**src/rtl/imem_loader.sv**
```systemverilog
// Boot-time instruction memory loader: parses a framed byte stream, writes
// little-endian words from address 0 upward and releases the core on a good checksum.
module imem_loader #(
    parameter int unsigned SIZE_DATA   = 24,
    parameter int unsigned SIZE_ADDR   = 24,
    parameter int unsigned DEPTH       = 4096,
    parameter int unsigned TIMEOUT_CYC = 1000000
) (
    input  logic                 iw_clk,
    input  logic                 iw_rst,
    input  logic [7:0]           iw_byte,
    input  logic                 iw_byte_valid,
    output logic                 ow_byte_ready,
    input  logic                 iw_restart,
    output logic                 ow_mem_we,
    output logic [SIZE_ADDR-1:0] ow_mem_addr,
    output logic [SIZE_DATA-1:0] ow_mem_wdata,
    output logic                 ow_core_rst,
    output logic                 ow_done,
    output logic                 ow_err,
    output logic [1:0]           ow_err_code
);

    localparam int unsigned BPW    = (SIZE_DATA + 7) / 8;
    localparam int unsigned WORD_W = BPW * 8;
    localparam int unsigned IDX_W  = (BPW < 2) ? 1 : $clog2(BPW);
    localparam int unsigned TMO_W  = (TIMEOUT_CYC < 2) ? 1 : $clog2(TIMEOUT_CYC + 1);
    localparam logic [7:0]  MAGIC  = 8'hA5;

    typedef enum logic [2:0] {
        S_MAGIC, S_CNT0, S_CNT1, S_DATA, S_WRITE, S_CSUM, S_DONE, S_ERR
    } state_t;

    state_t                 state_q, state_d;
    logic [15:0]            n_q, n_d;
    logic [IDX_W-1:0]       idx_q, idx_d;
    logic [SIZE_ADDR-1:0]   addr_q, addr_d;
    logic [WORD_W-1:0]      word_q, word_d;
    logic [7:0]             csum_q, csum_d;
    logic [TMO_W-1:0]       tmo_q, tmo_d;
    logic                   byte_ready_q, byte_ready_d;
    logic                   mem_we_q, mem_we_d;
    logic [SIZE_ADDR-1:0]   mem_addr_q, mem_addr_d;
    logic [SIZE_DATA-1:0]   mem_wdata_q, mem_wdata_d;
    logic                   core_rst_q, core_rst_d;
    logic                   done_q, done_d;
    logic                   err_q, err_d;
    logic [1:0]             err_code_q, err_code_d;

    logic                   accept_c;
    logic                   counting_c;
    logic [15:0]            count_c;
    logic [TMO_W-1:0]       tmo_inc_c;

    assign accept_c   = iw_byte_valid && byte_ready_q;
    assign counting_c = (state_q == S_CNT0) || (state_q == S_CNT1) ||
                        (state_q == S_DATA) || (state_q == S_CSUM);
    assign count_c    = {iw_byte, n_q[7:0]};
    assign tmo_inc_c  = tmo_q + TMO_W'(1);

    // Next-state, datapath and registered-output computation
    always_comb begin
        state_d     = state_q;
        n_d         = n_q;
        idx_d       = idx_q;
        addr_d      = addr_q;
        word_d      = word_q;
        csum_d      = csum_q;
        tmo_d       = '0;
        mem_we_d    = 1'b0;
        mem_addr_d  = mem_addr_q;
        mem_wdata_d = mem_wdata_q;
        err_code_d  = err_code_q;

        case (state_q)
            S_MAGIC: begin
                if (accept_c && iw_byte == MAGIC) begin
                    state_d = S_CNT0;
                end
            end
            S_CNT0: begin
                if (accept_c) begin
                    n_d[7:0] = iw_byte;
                    csum_d   = csum_q ^ iw_byte;
                    state_d  = S_CNT1;
                end
            end
            S_CNT1: begin
                if (accept_c) begin
                    n_d    = count_c;
                    csum_d = csum_q ^ iw_byte;
                    if (32'(count_c) > DEPTH) begin
                        state_d    = S_ERR;
                        err_code_d = 2'd2;
                    end else if (count_c == 16'd0) begin
                        state_d = S_CSUM;
                    end else begin
                        state_d = S_DATA;
                        idx_d   = '0;
                        addr_d  = '0;
                    end
                end
            end
            S_DATA: begin
                if (accept_c) begin
                    word_d[32'(idx_q) * 8 +: 8] = iw_byte;
                    csum_d = csum_q ^ iw_byte;
                    if (32'(idx_q) == BPW - 1) begin
                        state_d = S_WRITE;
                        idx_d   = '0;
                    end else begin
                        idx_d = idx_q + IDX_W'(1);
                    end
                end
            end
            S_WRITE: begin
                mem_we_d    = 1'b1;
                mem_addr_d  = addr_q;
                mem_wdata_d = word_q[SIZE_DATA-1:0];
                addr_d      = addr_q + SIZE_ADDR'(1);
                idx_d       = '0;
                if (32'(addr_q) + 32'd1 == 32'(n_q)) begin
                    state_d = S_CSUM;
                end else begin
                    state_d = S_DATA;
                end
            end
            S_CSUM: begin
                if (accept_c) begin
                    if (iw_byte == csum_q) begin
                        state_d = S_DONE;
                    end else begin
                        state_d    = S_ERR;
                        err_code_d = 2'd1;
                    end
                end
            end
            default: ;
        endcase

        // Idle counter only advances while the frame stalls in a byte-consuming state
        if (TIMEOUT_CYC != 0 && counting_c && !accept_c) begin
            if (tmo_inc_c == TMO_W'(TIMEOUT_CYC)) begin
                state_d    = S_ERR;
                err_code_d = 2'd3;
            end else begin
                tmo_d = tmo_inc_c;
            end
        end

        // Restart wins over a byte accepted this cycle; an in-flight write still lands
        if (iw_restart) begin
            state_d    = S_MAGIC;
            n_d        = '0;
            idx_d      = '0;
            addr_d     = '0;
            csum_d     = '0;
            tmo_d      = '0;
            err_code_d = 2'd0;
        end

        byte_ready_d = (state_d == S_MAGIC) || (state_d == S_CNT0) || (state_d == S_CNT1) ||
                       (state_d == S_DATA)  || (state_d == S_CSUM);
        done_d       = (state_d == S_DONE);
        err_d        = (state_d == S_ERR);
        core_rst_d   = (state_d != S_DONE);
    end

    always_ff @(posedge iw_clk or posedge iw_rst) begin
        if (iw_rst) begin
            state_q      <= S_MAGIC;
            n_q          <= '0;
            idx_q        <= '0;
            addr_q       <= '0;
            word_q       <= '0;
            csum_q       <= '0;
            tmo_q        <= '0;
            byte_ready_q <= 1'b1;
            mem_we_q     <= 1'b0;
            mem_addr_q   <= '0;
            mem_wdata_q  <= '0;
            core_rst_q   <= 1'b1;
            done_q       <= 1'b0;
            err_q        <= 1'b0;
            err_code_q   <= 2'd0;
        end else begin
            state_q      <= state_d;
            n_q          <= n_d;
            idx_q        <= idx_d;
            addr_q       <= addr_d;
            word_q       <= word_d;
            csum_q       <= csum_d;
            tmo_q        <= tmo_d;
            byte_ready_q <= byte_ready_d;
            mem_we_q     <= mem_we_d;
            mem_addr_q   <= mem_addr_d;
            mem_wdata_q  <= mem_wdata_d;
            core_rst_q   <= core_rst_d;
            done_q       <= done_d;
            err_q        <= err_d;
            err_code_q   <= err_code_d;
        end
    end

    assign ow_byte_ready = byte_ready_q;
    assign ow_mem_we     = mem_we_q;
    assign ow_mem_addr   = mem_addr_q;
    assign ow_mem_wdata  = mem_wdata_q;
    assign ow_core_rst   = core_rst_q;
    assign ow_done       = done_q;
    assign ow_err        = err_q;
    assign ow_err_code   = err_code_q;

endmodule

```
**config.mk**
```make
export PLATFORM = sky130hd
export DESIGN_NAME = imem_loader
export DESIGN_NICKNAME = d
export VERILOG_FILES = /design/src/rtl/imem_loader.sv
export SDC_FILE = /design/constraint.sdc
export NUM_CORES = 1
export LEC_CHECK = 0
export ABC_CLOCK_PERIOD_IN_PS = 11930
export BUFFER_PORTS_ARGS = -buffer_cell sky130_fd_sc_hd__buf_2
export CAP_MARGIN = 20
export CORE_MARGIN = 10
export CORE_UTILIZATION = 55
export CTS_CLUSTER_SIZE = 14
export DETAILED_ROUTE_END_ITERATION = 8
export HOLD_SLACK_MARGIN = 0.08
export PLACE_DENSITY = 0.74
export REMOVE_ABC_BUFFERS = 1
export SLEW_MARGIN = 40
export SYNTH_ARGS = -nofsm -noshare
export SYNTH_HDL_FRONTEND = slang
export SYNTH_SLANG_ARGS = --single-unit
```
**constraint.sdc**
```tcl
create_clock -name iw_clk -period 11.93 [get_ports iw_clk]
set_clock_uncertainty 0.05 [all_clocks]
set_input_delay 0.5965 -clock iw_clk [delete_from_list [all_inputs] [get_ports iw_clk]]
set_output_delay 0.5965 -clock iw_clk [all_outputs]
set_load 0.1 [all_outputs]
```
# Word level (Yosys, flattened, before mapping)
# Index checks and enable logic that the tools add are counted.
# Widths: inputs -> output; s select.
[word_totals]
output_inout_bits = 55
input_bits = 12
wordCells = 121
register_bits = 152
[classes]
magnitude_cmp = 1
bitwise_logic = 1
shifts = 2
n_addsub = 5
eq_ne = 22
n_reduce_logical = 27
mux = 47
[ops]
columns = ["op", "count"]
rows = [
  ["$mux 24", 4],
  ["$mux 20", 3],
  ["$pmux 24 s2", 1],
  ["$mux 8", 5],
  ["$mux 3", 12],
  ["$neg 5->34", 1],
  ["$shift 8x34->24 const A", 1],
  ["$shiftx 8x34->24", 1],
  ["$mux 16", 2],
  ["$mux 2", 13],
  ["$add 24x1->25 const B", 1],
  ["$eq 25x16->1", 1],
  ["$add 24x1->24 const B", 1],
  ["$bwmux 24", 1],
  ["$add 20x1->20 const B", 1],
  ["$eq 20x20->1 const B", 1],
  ["$pmux 3 s6", 1],
  ["$gt 16x13->1 const B", 1],
  ["$logic_not 16->1", 1],
  ["$pmux 8 s2", 1],
  ["$eq 3x3->1 const B", 5],
  ["$ne 3x3->1 const B", 5],
  ["$eq 3x2->1 const B", 4],
  ["$eq 8x8->1", 1],
  ["other kinds (21)", 37],
]

# Longest topological paths before layout
[depth]
ltp_word = 13
ltp_mapped = 10

# Worst setup path after synthesis
# No wires, ideal clock.
[synth_path]
path_type = "register to register"
start = "register addr_q[0]"
end = "register state_q[1]"
setup_ps = 125
period_less_slack_ps = 2942
n_path_buf = 0
t_required_ps = 11755
setup_slack_ps = 8988
arrival_ps = 2768
path_stages_with_launch = 10
path_cell_list = "dfrtp_1 -> ha_1 -> nand3_2 -> nor4_4 -> and2_1 -> a31oi_1 -> a211o_1 -> or4_4 -> a311oi_1 -> nor2_1"
[synth_between]
elab_chain_cells = 7
[synth_lines]
columns = ["item", "line", "text"]
rows = [
  ["start, declared", "37", "logic [SIZE_ADDR-1:0] addr_q, addr_d;"],
  ["start signal, assigned", "190", "addr_q <= addr_d;"],
  ["$add 24x1->25 *", "122", "if (32'(addr_q) + 32'd1 == 32'(n_q)) begin"],
  ["$eq 25x16->1 *", "122", ""],
  ["$mux 3 *", "122", ""],
  ["$pmux 3 s6 *", "75", "case (state_q)"],
  ["$mux 3", "143", "if (tmo_inc_c == TMO_W'(TIMEOUT_CYC)) begin"],
  ["$mux 3 *", "142", "if (TIMEOUT_CYC != 0 && counting_c && !accept_c) begin"],
  ["$mux 3 *", "152", "if (iw_restart) begin"],
  ["net state_d[1]", "34", "state_t state_q, state_d;"],
  ["end signal, assigned", "187", "state_q <= state_d;"],
  ["end, declared", "34", ""],
]
# Mark *: on every way through the listed nets, which the timed path passes. The rest lies on a longest branch.
# A chain may end at the register's enable or synchronous reset.

# Final worst setup path
# Same ends and word-level chain as after synthesis.

==> flow_metrics.env <==
export IMPL_run_status="finished, final reports clean"
export IMPL_cts_setup_buffers=0
export IMPL_portBuffers=66
export IMPL_fin_nets=831
export IMPL_maxCapViolations=0
export IMPL_synth_top_cell_area_share_pct=48.6
export IMPL_dieArea_mm2=0.0192
export IMPL_endpoint_kind="flip-flop"
export IMPL_cp_data_required_time_ns=12.17
export IMPL_synthesis_area_mm2=0.00772
export IMPL_die_h_um=138
export IMPL_synth_top_area_cell="dfrtp_1"
export IMPL_vias=5840
export IMPL_initial_utilization_pct=55.8
export IMPL_first_iter_violations=382
export IMPL_clkSinkCount=152
export IMPL_gp_congestion=0.879
export IMPL_final_common_cell="dfrtp_1"
export IMPL_p_seq_share_pct=47.8
export IMPL_final_hold_viol_count=0
export IMPL_clk_latency_ns=0.43
export IMPL_drcViolationCount=0
export IMPL_die_w_um=138
export IMPL_synthDistinctLibCells=65
export IMPL_areaGrowthSynthToFinish_pct=13.1
export IMPL_ys_seq_area_share_pct=49.3
export IMPL_antenna_found_initial=0
export IMPL_viasPerCell=5.82
export IMPL_hp_class="flip-flop to flip-flop"
export IMPL_cts_buffers_inserted=17
export IMPL_grt_max_degree=86
export IMPL_ant_nets=0
export IMPL_cellPowerDensity_mw_per_mm2=124
export IMPL_hold_ws_ns=0.431
export IMPL_synth_seq_cells=152
export IMPL_first_pass_iters=5
export IMPL_cts_buffer_depth=2
export IMPL_final_cell_mix="dfrtp_1, nand2_1, nor2_1"
export IMPL_setup_ws_ns=8.55
export IMPL_core_mm2=0.0138
export IMPL_peakVddDrop_mv=0.0848
export IMPL_power_frac_comb_pct=2.9
export IMPL_sw_frac_of_total_pct=22.5
export IMPL_root_buffer="clkbuf_16"
export IMPL_io_pins=67
export IMPL_final_layout_size_suffix_gt1_share_pct=21.4
export IMPL_insertedDiodeCount=0
export IMPL_rows=43
export IMPL_clkTransAtPathRegs_ns=0.06
export IMPL_start_kind="flip-flop"
export IMPL_wl_per_cell_um=18.0
export IMPL_fin_setup_tns_ns=0
export IMPL_wl_um=18100
export IMPL_ys_flop_type="dfrtp_1"
export IMPL_criticalPathCategory="flip-flop to flip-flop"
export IMPL_ys_async_sr_fraction_pct=100
export IMPL_fin_crit_sh_pct=28.3
export IMPL_setup_viol=0
export IMPL_place_ws_ns=8.60
export IMPL_grt_pass1_vias=6020
export IMPL_clock_fmax_mhz=296
export IMPL_synthCells=770
export IMPL_htree_num_levels=4
export IMPL_tightest_slew_ns=0.747
export IMPL_netlist_top_cells_area="dfrtp_1, mux2_2, nand2_1"
export IMPL_dpl_hpwl_um=12400
export IMPL_rsz0062_at_grt="no"
export IMPL_crit_arrival_ns=3.62
export IMPL_clkPwrFrac_pct=49.3
export IMPL_drv_slew=0
export IMPL_crit_fanout=9
export IMPL_power_mw=1.08
export IMPL_grtUsageTotal_pct=19.1
export IMPL_cts_tree="built"
export IMPL_yosys_warnings=0
export IMPL_grt_overflow=0
export IMPL_maxSlewHeadroom_pct=50.2
export IMPL_grt_pass1_wl_um=30700
export IMPL_p_sw_mw=0.244
export IMPL_synth_edff_count=0
export IMPL_p_int_mw=0.839
export IMPL_fin_crit_ns=3.38
export IMPL_syn_area_per_cell_um2=10.0
export IMPL_p_leak_nw=3.99
-- per-stage QoR --
| stage | cells | utilization (%) | area, um2 |
|---|---|---|---|
| floorplan | 720 | - | 7440 |
| global placement | 969 | 58.2 | 8040 |
| detailed placement | 970 | 58.5 | 8090 |
| CTS | 1002 | 62.8 | 8680 |
| global route | 1004 | 63.1 | 8730 |
| finish | 1004 | 63.1 | 8730 |
-- per-layer routing --
layer / track usage (%) / vias up / wire length (um) / share of wire (%)
li1: - / 2774 / - / -
met1: 24.1 / 2880 / 7880 / 43
met2: 31.1 / 156 / 8920 / 49
met3: 4.93 / 30 / 949 / 5.2
met4: 6.55 / 0 / 368 / 2.0
met5: 0 / - / 0 / 0
-- power groups by stage --
stage                     Sequential, mW  Combinational, mW  Clock, mW
after global placement             0.527             0.0288          0
after global routing               0.517             0.0349      0.568
after floorplan                    0.530             0.0132          0
after detailed placement           0.527             0.0304          0
after CTS                          0.518             0.0309      0.544
final                              0.518             0.0316      0.534
-- cells by family (layout without fill, tap and decap cells) --
family | count (synthesis) | count (layout) | synth area share (%)
mux | 68 | 68 | 9.60
simple gates | 291 | 291 | 18.5
flops | 152 | 152 | 49.3
compound gates | 123 | 123 | 9.71
buf+inv | 63 | 117 | 4.17
xor+xnor | 65 | 65 | 7.38
fa+ha+maj | 8 | 8 | 1.30
-- synth_stat cells, drive strengths merged (3+ instances only) --
cell type,count
o41ai,3
o22ai,3
nand4,20
mux2i,20
xnor2,30
o21ai,66
a2111oi,3
nor4,15
inv,12
clkbuf,30
mux2,48
xor2,35
dfrtp,150
nor2,83
or3,5
nand3,21
a211o,3
nor3b,5
a21oi,16
buf,19
and3,9
ha,8
and4,4
o31ai,12
nand2,100
and2,4
nor3,17
-- worst paths after layout --
kind / start / end / slack, ns / cells after the start
min: word_q[2] / word_q[2] / 0.43 / 2
max: addr_q[0] / state_q[1] / 8.55 / 9
min in group asynchronous: iw_rst / csum_q[0] / 0.59 / 3
min reg2reg: word_q[2] / word_q[2] / 0.43 / 2
max reg2reg: addr_q[0] / state_q[1] / 8.55 / 9
max in group asynchronous: iw_rst / addr_q[13] / 10.31 / 5
-- sequential cells by signal, summed over array words and instances (netlist names) --
signal         flops
ow_mem_addr       24
ow_mem_we          1
idx_q              2
ow_byte_ready      1
addr_q            24
ow_done            1
ow_err_code        2
tmo_q             20
csum_q             8
n_q               16
ow_mem_wdata      24
word_q            24
ow_core_rst        1
state_q            3
ow_err             1
-- area by class of cell --
type	count	area (um2)
fillers	1107	5100
flip-flops and latches	152	3810
multi-input cells	555	3650
clock buffers	20	447
repair buffers	72	410
well taps	180	225
clock inverters	12	143
inverters	13	53.8
-- what timing repair did --
action | CTS | global route
resized for setup | 0 | 0
hold buffers | 0 | 1
hold endpoints to repair | 0 | 20
-- worst max-delay path: stages, from the launching register on --
cell and delay [ns]:
dfrtp_1 0.51, ha_1 0.32, nand3_2 0.25, nor4_4 0.52, and2_1 0.27, a31oi_1 0.13, a211o_1 0.27, or4_4 0.57
a311oi_1 0.28, nor2_1 0.06
Note: power is estimated with default switching activity, not from simulation.
